==> src/rtl/pipelined_addsub.sv <==
// Skewed-carry pipelined adder/subtractor: each stage adds one SEG-bit slice
// with a carry-lookahead adder and passes its registered carry to the next.
module pipelined_addsub #(
  parameter int unsigned WIDTH = 32,
  parameter int unsigned SEG   = 8
) (
  input  logic             clk,
  input  logic             rst,
  input  logic             in_valid,
  output logic             in_ready,
  input  logic [WIDTH-1:0] A,
  input  logic [WIDTH-1:0] B,
  input  logic             Cin,
  input  logic [1:0]       op,
  output logic             out_valid,
  input  logic             out_ready,
  output logic [WIDTH-1:0] S,
  output logic             C,
  output logic             overflow,
  output logic             zero,
  output logic             negative
);

  localparam int unsigned NSTAGE = WIDTH / SEG;

  if (WIDTH % SEG != 0) begin : g_bad_params
    $error("pipelined_addsub: WIDTH must be a multiple of SEG");
  end

  typedef enum logic [1:0] {
    OP_ADD = 2'b00,
    OP_ADC = 2'b01,
    OP_SUB = 2'b10,
    OP_SBB = 2'b11
  } op_e;

  // Carry vector c[0..SEG] of one segment, every carry expanded to its
  // full generate/propagate sum-of-products (no ripple through c[i]).
  function automatic logic [SEG:0] cla_carries(input logic [SEG-1:0] a,
                                               input logic [SEG-1:0] b,
                                               input logic           ci);
    logic [SEG-1:0] g;
    logic [SEG-1:0] p;
    logic [SEG:0]   c;
    logic           pp;
    g    = a & b;
    p    = a ^ b;
    c    = '0;
    c[0] = ci;
    for (int unsigned i = 0; i < SEG; i++) begin
      c[i+1] = g[i];
      pp     = p[i];
      for (int unsigned j = i; j > 0; j--) begin
        c[i+1] = c[i+1] | (pp & g[j-1]);
        pp     = pp & p[j-1];
      end
      c[i+1] = c[i+1] | (pp & ci);
    end
    return c;
  endfunction

  // Stage registers: operands shift down so the next slice sits at bit 0,
  // result slices shift in from the top so the last stage holds S in order.
  logic [WIDTH-1:0] a_r   [NSTAGE];
  logic [WIDTH-1:0] b_r   [NSTAGE];
  logic [WIDTH-1:0] s_r   [NSTAGE];
  logic             cy_r  [NSTAGE];
  logic             vld_r [NSTAGE];
  logic             ov_r;
  logic             z_r;
  logic             n_r;

  logic [WIDTH-1:0] a_in  [NSTAGE];
  logic [WIDTH-1:0] b_in  [NSTAGE];
  logic [WIDTH-1:0] s_in  [NSTAGE];
  logic             c_in  [NSTAGE];
  logic             v_in  [NSTAGE];

  logic [WIDTH-1:0] a_n   [NSTAGE];
  logic [WIDTH-1:0] b_n   [NSTAGE];
  logic [WIDTH-1:0] s_n   [NSTAGE];
  logic             cy_n  [NSTAGE];
  logic             v_n   [NSTAGE];
  logic             ov_n;
  logic             z_n;
  logic             n_n;

  logic             cin0;
  logic             advance;

  assign advance   = !out_valid || out_ready;
  assign in_ready  = advance;
  assign out_valid = vld_r[NSTAGE-1];
  assign S         = s_r[NSTAGE-1];
  assign C         = cy_r[NSTAGE-1];
  assign overflow  = ov_r;
  assign zero      = z_r;
  assign negative  = n_r;

  always_comb begin
    cin0 = 1'b0;
    case (op_e'(op))
      OP_ADD:  cin0 = 1'b0;
      OP_ADC:  cin0 = Cin;
      OP_SUB:  cin0 = 1'b1;
      OP_SBB:  cin0 = ~Cin;
      default: cin0 = 1'b0;
    endcase
  end

  always_comb begin
    a_in[0] = A;
    b_in[0] = op[1] ? ~B : B;
    s_in[0] = '0;
    c_in[0] = cin0;
    v_in[0] = in_valid;
    for (int unsigned k = 1; k < NSTAGE; k++) begin
      a_in[k] = a_r[k-1];
      b_in[k] = b_r[k-1];
      s_in[k] = s_r[k-1];
      c_in[k] = cy_r[k-1];
      v_in[k] = vld_r[k-1];
    end
  end

  always_comb begin : stage_eval
    logic [SEG:0]   c;
    logic [SEG-1:0] seg;
    logic [SEG:0]   last_c;
    last_c = '0;
    c      = '0;
    seg    = '0;
    for (int unsigned k = 0; k < NSTAGE; k++) begin
      c      = cla_carries(a_in[k][SEG-1:0], b_in[k][SEG-1:0], c_in[k]);
      seg    = a_in[k][SEG-1:0] ^ b_in[k][SEG-1:0] ^ c[SEG-1:0];
      a_n[k] = a_in[k] >> SEG;
      b_n[k] = b_in[k] >> SEG;
      s_n[k] = (s_in[k] >> SEG) | (WIDTH'(seg) << (WIDTH - SEG));
      cy_n[k] = c[SEG];
      v_n[k]  = v_in[k];
      last_c  = c;
    end
    ov_n = last_c[SEG] ^ last_c[SEG-1];
    z_n  = (s_n[NSTAGE-1] == '0);
    n_n  = s_n[NSTAGE-1][WIDTH-1];
  end

  always_ff @(posedge clk) begin
    if (rst) begin
      for (int unsigned k = 0; k < NSTAGE; k++) begin
        a_r[k]   <= '0;
        b_r[k]   <= '0;
        s_r[k]   <= '0;
        cy_r[k]  <= 1'b0;
        vld_r[k] <= 1'b0;
      end
      ov_r <= 1'b0;
      z_r  <= 1'b0;
      n_r  <= 1'b0;
    end else if (advance) begin
      for (int unsigned k = 0; k < NSTAGE; k++) begin
        a_r[k]   <= a_n[k];
        b_r[k]   <= b_n[k];
        s_r[k]   <= s_n[k];
        cy_r[k]  <= cy_n[k];
        vld_r[k] <= v_n[k];
      end
      ov_r <= ov_n;
      z_r  <= z_n;
      n_r  <= n_n;
    end
  end

endmodule

==> config.mk <==
export PLATFORM = sky130hd
export DESIGN_NAME = pipelined_addsub
export DESIGN_NICKNAME = d
export VERILOG_FILES = /design/src/rtl/pipelined_addsub.sv
export SDC_FILE = /design/constraint.sdc
export NUM_CORES = 1
export LEC_CHECK = 0
export CAP_MARGIN = 20
export CORE_UTILIZATION = 38
export CTS_BUF_LIST = sky130_fd_sc_hd__clkbuf_4 sky130_fd_sc_hd__clkbuf_8
export DETAILED_ROUTE_END_ITERATION = 12
export HOLD_SLACK_MARGIN = 0.05
export RECOVER_POWER = 50
export SYNTH_ARGS = -nofsm -noshare
export SYNTH_HDL_FRONTEND = slang
export SYNTH_SLANG_ARGS = --single-unit
export TNS_END_PERCENT = 20
==> constraint.sdc <==
create_clock -name clk -period 6.3 [get_ports clk]
set_input_delay 1.26 -clock clk [delete_from_list [all_inputs] [get_ports clk]]
set_output_delay 1.26 -clock clk [all_outputs]
set_load 0.1 [all_outputs]
==> results of run 1 <==
## logic make-up after synthesis
kind of cell             Yosys count  share of synthesized area
AO/OA/AOI/OAI                     52                     0.0462
XOR/XNOR                          54                     0.0562
adder cells (fa/ha/maj)           37                     0.0586
buffers and inverters             41                     0.0202
flip-flops                       187                      0.663
multiplexers                       2                    0.00238
AND/OR/NAND/NOR                  233                      0.153
## per-layer routing
metal,track usage,vias to the layer above,wire length (um)
met5,0,-,0
met4,0.0545,0,286
met3,0.0295,23,463
met2,0.197,88,6280
met1,0.160,2120,6180
li1,-,2338,-
## sequential cells by signal, summed over array words and instances (netlist names)
register / count
s_r: 80
overflow: 1
zero: 1
negative: 1
vld_r: 4
cy_r: 4
b_r: 48
a_r: 48
## placed cells by master (no fill, tap or decap), types with 3 or more instances in the layout
cell / synthesis / final
inv_1: 15 / 15
bufinv_16: 0 / 3
and2_0: 0 / 4
o21ai_0: 6 / 6
clkbuf_8: 0 / 18
fa_1: 4 / 4
xnor2_1: 32 / 32
dfxtp_1: 3 / 3
nand2_1: 5 / 5
a21oi_2: 3 / 3
o21ai_1: 3 / 3
o21bai_1: 3 / 3
a21oi_1: 10 / 10
nor3_1: 13 / 13
nor4_1: 4 / 4
a21o_1: 6 / 6
xor2_1: 22 / 22
nor2_1: 65 / 65
and2_1: 127 / 123
clkdlybuf4s50_1: 0 / 106
edfxtp_1: 184 / 184
inv_6: 0 / 3
o21ai_2: 3 / 3
ha_1: 33 / 33
o21a_1: 3 / 3
## worst max-delay path by stage
stage	slack, ns	endpoint	start	cells past startpoint
after floorplan	1.63	a_r[0][0]	out_ready	3
after global placement	1.89	in_ready	out_ready	3
after detailed placement	1.87	in_ready	out_ready	3
after CTS	1.85	in_ready	out_ready	3
after global routing	0.97	s_r[0][24]	out_ready	5
final	1.26	s_r[0][63]	out_ready	5
## tightest hold or removal path, cell delays in order, from the launching register on
cell and delay, ns:
dfxtp_1 0.32, inv_1 0.04, o22ai_1 0.07
## power groups by stage
| stage | combinational (uW) | clock, uW | sequential, uW |
|---|---|---|---|
| floorplan | 182 | 0 | 1610 |
| finish | 389 | 834 | 1490 |
| detailed placement | 395 | 0 | 1520 |
| CTS | 396 | 862 | 1490 |
| global route | 426 | 907 | 1500 |
| global placement | 386 | 0 | 1520 |
## per-stage QoR
stage / std cells / area [um2] / util
floorplan: 606 / 8420 / -
global placement: 972 / 9790 / 0.450
detailed placement: 972 / 9790 / 0.450
CTS: 1004 / 10200 / 0.469
global route: 1005 / 10200 / 0.469
finish: 1005 / 10200 / 0.469
## cell type report
type	count	area share
tap	280	0.0344
timing repair buffer	113	0.110
multi-input combinational	378	0.260
inverter	15	0.00552
clock inverter	12	0.0160
clock buffer	20	0.0258
sequential	187	0.548
==> out/results.ini, run 1 <==
[status]
status = finished with violations
violations = DRC, capacitance limit, slew limit

[timing]
final_max_slew_viol_count = 281
worst_pin_slew_ns = 2.56
final_hold_viol_count = 0
setup_ws_ns = 1.26
rsz0062_at_grt = no
max_freq_ghz = 0.199
worst_hold_slack_ns = 0.475
min_period_ns = 5.04
relSlewSlack = -0.703
min_period_over_period = 0.799
fin_worst_skew_ns = 0.0145
setup_violations = 0
tns_ns = 0

[worst_setup_path]
crit_path_max_fanout = 67
r2r_start = vld_r[0][3]
crit_path_max_incr_delay_ns = 1.39
cp_slowest_cell = or2_0
crit_family = buffers and inverters
critPathKind = input pin to flip-flop
start_kind = input pin
r2r_slack_ns = 2.20
rr_worst_depth = 4
worst_setup_path_end_kind = flip-flop
arrival_ns = 5.08
cp.required_ns = 6.34
reg2reg_to = s_r[0][63]
cp_cell_sequence = dlygate4sd3_1, nand2b_1, or2_0, buf_16, clkbuf_2
path_buf_inv = 3

[clocking]
cts_tree = done
cts_max_path_buffers = 2
cts_hold_buf = 0
clk_latency_ns = 0.45
cts_buffers = 17
cts_resized = 0
clock_sinks = 187
clock-root-buffer = clkbuf_8
clk_pin_slew_worst_paths_ns = 0.09
htreeDepth = 4
cts_setup_buffers = 0

[global_route]
grt_pass1_wl_mm = 21.5
grt-ovfl-total = 0
grt_util_all_layers = 0.123
grt_pass1_vias = 4412
grt_max_degree = 133
antenna_found_initial = 0

[detailed_routing]
first_pass_iters = 8
drt_iter0_markers = 236
drc_errors = 1
avgRoutedWirePerCell_um = 13.1
routed_wl_mm = 13.2
via_per_inst = 4.55
vias = 4569
antenna_left = 0

[logic_synthesis]
ys_ff_latch = 187
synth_cell_types = 50
synth_top_cell_area_share = 0.656
synthArstFlopShare = 0
synth_flop_cell = edfxtp_1
ys_seq_area_frac = 0.663
yosysMostFrequentCell = edfxtp_1
synth_edf_count = 184
synth.largest_area_cell = edfxtp_1
netlist_top_cells_area = edfxtp_1 (66%), and2_1 (9.4%), ha_1 (4.9%)
synth_area_mm2 = 0.00842
synthesis.nets = 714
postSynthCellCount = 606
synth_commonest_cells = edfxtp_1 (184), and2_1 (127), nor2_1 (65), ha_1 (33), xnor2_1 (32)
avgSynthCellArea_um2 = 13.9
yosys_warnings = 0

[place]
post-place-ws_ns = 1.87
gp_congestion = 0.818
hpwl_mm = 8.91
io_buffers = 108

[floorplan]
die_x_um = 151
fp-row-count = 54
ioPinCount = 109
die-height_um = 151
core_area_mm2 = 0.0218
die_area_mm2 = 0.0228
initial_utilization = 0.387

[power]
power_switching_uw = 677
power_uw = 2720
ir_worst_vdd_v = 0.000109
comb_power_share = 0.143
power.density_mw_per_mm2 = 266
pwr-share-seq = 0.549
p_leak_uw = 0.00408
clockPowerShare = 0.307
switching_share = 0.249
internal_power_uw = 2040

[layout]
drive_gt1_frac = 0.0717
seq_area_mm2 = 0.00559
n_antenna_cell = 0
syn2layout_area_growth_pct = 21.1
multiInputGateArea_mm2 = 0.00265
nNetsFinal = 820
fillCellCount = 1958

[flow_run]
maxCapViolCount = 4

[hold_path]
min_to = zero
whs_path_depth = 2
min_path_type = flip-flop to flip-flop
hold_start = zero

(Power assumes the default switching activity.)
==> inputs of run 2 (changes only) <==
Clock period 6.3 ns to 4.8 ns, I/O delays scaled along.
==> run 2 against run 1 <==
The flow finishes with violations (capacitance limit, slew limit). Sequential share of layout area is 0.37 points higher. First-iteration DRC count is 2.1% lower. Setup slack worse by 0.20 ns. Non-clock buffer count is 1 lower. Final cell count hardly changed.
==> out/results.ini, run 2 (same netlist as run 1, synthesis figures left out) <==
[status]
status = finished with violations
violations = capacitance limit, slew limit

[worst_setup_path]
crit_path_max_fanout = 185  ; +180%
rr_worst_depth = 3  ; -1
arrival_ns = 3.77  ; -1.31 ns
r2r_slack_ns = 1.70  ; -0.50 ns
reg2reg_to = b_r[0][34]
start_kind = input pin
cp.required_ns = 4.83  ; -1.51 ns
critPathKind = input pin to flip-flop
r2r_start = vld_r[0][3]
worst_setup_path_end_kind = flip-flop

[clocking]
clock-root-buffer = clkbuf_8
cts_hold_buf = 0  ; unchanged
clock_sinks = 187  ; unchanged
clk_pin_slew_worst_paths_ns = 0.10  ; about the same
cts_tree = done
cts_buffers = 17  ; unchanged
clk_latency_ns = 0.46  ; about the same
htreeDepth = 4  ; unchanged
cts_max_path_buffers = 2  ; unchanged
cts_setup_buffers = 0  ; unchanged
cts_resized = 0  ; unchanged

[power]
ir_worst_vdd_v = 0.000163  ; +50%
p_leak_uw = 0.00406  ; -0.56%
power.density_mw_per_mm2 = 342  ; +29%

[timing]
fin_worst_skew_ns = 0.0135  ; -0.00109 ns
max_freq_ghz = 0.267
setup_ws_ns = 1.06  ; -0.203 ns
min_period_ns = 3.74
final_hold_viol_count = 0  ; unchanged
relSlewSlack = -0.620  ; +0.0833
worst_hold_slack_ns = 0.476  ; +0.000464 ns
min_period_over_period = 0.779
worst_pin_slew_ns = 2.43  ; -0.125 ns
tns_ns = 0  ; unchanged
setup_violations = 0  ; unchanged
rsz0062_at_grt = no
final_max_slew_viol_count = 226  ; -20%

[floorplan]
die-height_um = 151  ; unchanged
core_area_mm2 = 0.0218  ; unchanged
die_area_mm2 = 0.0228  ; unchanged
initial_utilization = 0.387  ; unchanged
ioPinCount = 109  ; unchanged
die_x_um = 151  ; unchanged
fp-row-count = 54  ; unchanged

[layout]
drive_gt1_frac = 0.0732  ; +0.00148
multiInputGateArea_mm2 = 0.00266  ; +0.19%
seq_area_mm2 = 0.00559  ; unchanged
n_antenna_cell = 0  ; unchanged
nNetsFinal = 819  ; -0.12%
fillCellCount = 1964  ; +0.31%
post-route-util = 0.465  ; -0.00316
largest_register = s_r
reg_top3 = s_r x80, a_r x48, b_r x48
syn2layout_area_growth_pct = 20.3
final_cell_mix = edfxtp_1 (184), and2_1 (127), clkdlybuf4s50_1 (105)
final_common_cell = edfxtp_1
final_area_mm2 = 0.0101  ; -0.67%
largest_reg_flops = 80  ; unchanged

[place]
placed_area_mm2 = 0.00978  ; about the same
post-place-ws_ns = 1.44  ; -0.428 ns
io_buffers = 108  ; unchanged
hpwl_mm = 9.20  ; +3.3%
gp_congestion = 0.837  ; +2.3%

[detailed_routing]
routed_wl_mm = 13.5  ; +2.1%
drc_errors = 0  ; -1
drt_iter0_markers = 231  ; -2.1%
antenna_left = 0  ; unchanged
vias = 4580  ; +0.24%
avgRoutedWirePerCell_um = 13.4  ; +2.2%
via_per_inst = 4.56  ; +0.34%
first_pass_iters = 8  ; unchanged

[global_route]
use_met1 = 0.158  ; -0.00216
antenna_found_initial = 0  ; unchanged
gr-usage-met3 = 0.0286  ; -0.000904
grt_max_degree = 186  ; +40%
grt_pass1_wl_mm = 21.9  ; +1.6%
grt_util_all_layers = 0.125  ; +0.00221
grt_util_met2 = 0.206  ; +0.00894
grt-ovfl-total = 0  ; unchanged
top_usage_layer = met2
grt_pass1_vias = 4510  ; +2.2%

[hold_path]
hold_start = zero
min_path_type = flip-flop to flip-flop
whs_path_depth = 2  ; unchanged
min_to = zero

[flow_run]
maxCapViolCount = 2  ; -2

run 2: cell types whose count changed in the layout (fill, tap and decap cells not counted), moves of 2 or more:
cell / previous run / this run
and2_0: 4 / 0
and2_1: 123 / 127
buf_4: 1 / 3
bufinv_16: 3 / 1
clkbuf_2: 2 / 0
inv_6: 3 / 5
run 2: worst max-delay path by stage:
stage | start | end | slack [ns] | depth (start not counted)
6_report | out_ready | b_r[0][34] | 1.06 | 4
5_1_grt | out_ready | b_r[0][28] | 0.88 | 4
4_1_cts | out_ready | in_ready | 1.80 | 3
3_5_place_dp | B[1] | s_r[0][29] | 1.44 | 9
3_3_place_gp | B[1] | s_r[0][29] | 1.51 | 9
2_1_floorplan | out_ready | a_r[0][0] | 0.43 | 3
run 2: where the power goes:
part / switching (uW) / total [uW] / internal (uW)
Combinational: 307 / 510 / 203
Clock: 568 / 997 / 429
Sequential: 38.0 / 1960 / 1920
run 2: final cells by class:
type                            count  area share
Multi-Input combinational cell    378       0.262
Sequential cell                   187       0.552
Clock buffer                       18      0.0238
Clock inverter                     14      0.0133
Timing Repair Buffer              112       0.109
Inverter                           15     0.00556
Tap cell                          280      0.0346
run 2: through the flow:
step                      cells  total power [uW]
after floorplan             606              2350
final                      1004              3470
after detailed placement    972              2520
after CTS                  1004              3510
after global placement      972              2500
after global routing       1004              3630
run 2: critical path, cell delays in order:
cell and delay, ns:
dlygate4sd3_1 0.52, nand2b_1 0.25, or2_2 0.16, clkbuf_4 1.67
run 2: per-layer routing:
metal | wire [um] | vias to the layer above | share of wire
met3 | 544 | 19 | 0.040
met5 | 0 | - | 0
met1 | 6140 | 2137 | 0.46
met4 | 267 | 0 | 0.020
li1 | - | 2333 | -
met2 | 6540 | 91 | 0.48
==> inputs of run 3 (changes only) <==
Clock period 4.8 ns to 3.2 ns, I/O delays scaled along.
==> run 3 against run 2 <==
The flow finishes with violations (DRC). Clock power rose by 53%. Setup slack got worse by 0.49 ns. Non-clock buffer count rose by 13. Sequential share of layout area fell by 0.088 points. Hold slack improved by 0.015 ns. Sequential power rose by 50%. Critical path depth rose by 3. Routed wire length rose by 0.57%. Clock skew fell by 0.0020 ns. Total power rose by 51%. Via count rose by 1.1%. Final area rose by 0.16%. Critical endpoint is now zero. Largest power group unchanged.
==> out/results.ini, run 3 (same netlist as run 1, synthesis figures left out) <==
[global_route]
grt_pass1_wl_mm = 21.9  ; +0.35%
antenna_found_initial = 0  ; unchanged
grt-ovfl-total = 0  ; unchanged
grt_pass1_vias = 4622  ; +2.5%
grt_util_all_layers = 0.127  ; +0.00104
grt_max_degree = 63  ; -66%

[detailed_routing]
routed_wl_mm = 13.6  ; +0.57%
wl_met1_mm = 6.23  ; +1.5%
highest_layer = met4
vias = 4631  ; +1.1%
drc_errors = 2  ; +2
avgRoutedWirePerCell_um = 13.3  ; -0.71%
drt_iter0_markers = 170  ; -26%
via_per_inst = 4.55  ; -0.18%
met2_length_mm = 6.53  ; -0.12%
dr_wl_met3_um = 604  ; +11%
first_pass_iters = 8  ; unchanged
antenna_left = 0  ; unchanged

[worst_setup_path]
cp-startpoint = out_ready
arrival_ns = 3.02  ; -0.75 ns
critPathKind = input pin to flip-flop
worst_setup_path_end_kind = flip-flop
cp.required_ns = 3.59  ; -1.24 ns
crit_path_max_fanout = 11  ; -94%
rr_worst_depth = 6  ; +3
start_kind = input pin
reg2reg_to = zero
r2r_start = vld_r[0][3]
r2r_slack_ns = 0.90  ; -0.80 ns
crit_end = zero

[clocking]
cts_buffers = 17  ; unchanged
clk_latency_ns = 0.45  ; about the same
clock-root-buffer = clkbuf_8
cts_hold_buf = 0  ; unchanged
cts_resized = 0  ; unchanged
cts_setup_buffers = 0  ; unchanged
htreeDepth = 4  ; unchanged
cts_max_path_buffers = 2  ; unchanged
clock_sinks = 187  ; unchanged
cts_tree = done
clk_pin_slew_worst_paths_ns = 0.10  ; about the same

[power]
power_switching_uw = 1400  ; +53%
power.density_mw_per_mm2 = 515  ; +50%
pwr-share-seq = 0.563  ; -0.003
ir_worst_vdd_v = 0.000206  ; +26%
switching_share = 0.268  ; +0.00470
internal_power_uw = 3820  ; +50%
clockPowerShare = 0.294  ; +0.007
comb_power_share = 0.143  ; -0.004
p_leak_uw = 0.00404  ; -0.54%

[layout]
layoutNonFillerInstCount = 1017  ; +1.3%
fillCellCount = 1955  ; -0.46%
reg_top3 = s_r x80, a_r x48, b_r x48
seq_area_mm2 = 0.00559  ; unchanged
drive_gt1_frac = 0.0882  ; +0.0150
syn2layout_area_growth_pct = 20.5
largest_reg_flops = 80  ; unchanged
multiInputGateArea_mm2 = 0.00267  ; +0.28%
final_common_cell = edfxtp_1
n_antenna_cell = 0  ; unchanged
final_cell_mix = edfxtp_1 (184), and2_1 (79), clkdlybuf4s50_1 (68)
nNetsFinal = 832  ; +1.6%
largest_register = s_r

[floorplan]
die-height_um = 151  ; unchanged
core_area_mm2 = 0.0218  ; unchanged
fp-row-count = 54  ; unchanged
initial_utilization = 0.387  ; unchanged
die_area_mm2 = 0.0228  ; unchanged
ioPinCount = 109  ; unchanged
die_x_um = 151  ; unchanged

[hold_path]
hold_start = zero
min_path_type = flip-flop to flip-flop

[timing]
relSlewSlack = 0.202  ; +0.823
setup_violations = 0  ; unchanged
worst_pin_slew_ns = 1.20  ; -1.23 ns
tns_ns = 0  ; unchanged
final_hold_viol_count = 0  ; unchanged
worst_hold_slack_ns = 0.490  ; +0.0145 ns
rsz0062_at_grt = no
min_period_ns = 2.63
fin_worst_skew_ns = 0.0114  ; -0.00201 ns
max_freq_ghz = 0.380
final_max_slew_viol_count = 0  ; -100%
min_period_over_period = 0.822

[status]
status = finished with violations
violations = DRC

[place]
io_buffers = 108  ; unchanged
hpwl_mm = 9.93  ; +7.8%
gp_congestion = 0.813  ; -2.9%
place_inst = 985  ; +1.3%

[flow_run]
maxCapViolCount = 0  ; -2

==> run 3: changes by cell type in the layout (fill, tap and decap cells not counted), sizes merged <==
cell	previous run	this run
buf	4	17
clkbuf	20	57
clkdlybuf4s50	105	68
clkinv	4	3
clkinvlp	2	4
inv	22	21
==> run 3: critical path: stages <==
cell and delay, ns:
dlygate4sd3_1 0.51, nand2b_1 0.31, nor2b_1 0.76, nand4_1 0.24, nor4b_2 0.29, o2111ai_1 0.16
o22ai_1 0.12
==> run 3: stage by stage <==
step	utilization	power, uW	cell area [um2]	worst slack (ns)
finish	0.466	5220	10100	0.570
global route	0.466	5450	10100	0.427
CTS	0.474	5310	10300	0.702
detailed placement	0.456	3780	9910	0.193
global placement	0.456	3760	9910	0.279
floorplan	-	3530	8420	0.0371
==> run 3: cell type report <==
type,count,share of cell area
sequential,187,0.551
multi-input combinational,378,0.263
timing repair buffer,125,0.107
tap,280,0.0345
clock buffer,18,0.0238
clock inverter,14,0.0154
inverter,15,0.00555
==> run 3: power groups by stage <==
stage          registers, uW  clock network, uW  logic, uW
2_1_floorplan           3170                  0        359
3_3_place_gp            2990                  0        770
3_5_place_dp            3000                  0        783
4_1_cts                 2940               1580        785
5_1_grt                 2960               1680        817
6_report                2940               1530        747
==> run 3: per-layer routing <==
layer  GRT usage  vias up
li1            -     2357
met1       0.159     2160
met2       0.209       99
met3      0.0313       15
met4      0.0515        0
met5           0        -
==> run 3: worst min-delay path by stage <==
stage | endpoint | slack [ns] | cells after the start
after floorplan | a_r[0][24] | 0.50 | 1
after global placement | zero | 0.47 | 2
after detailed placement | zero | 0.48 | 2
after CTS | zero | 0.50 | 2
after global routing | zero | 0.52 | 2
final | zero | 0.49 | 2
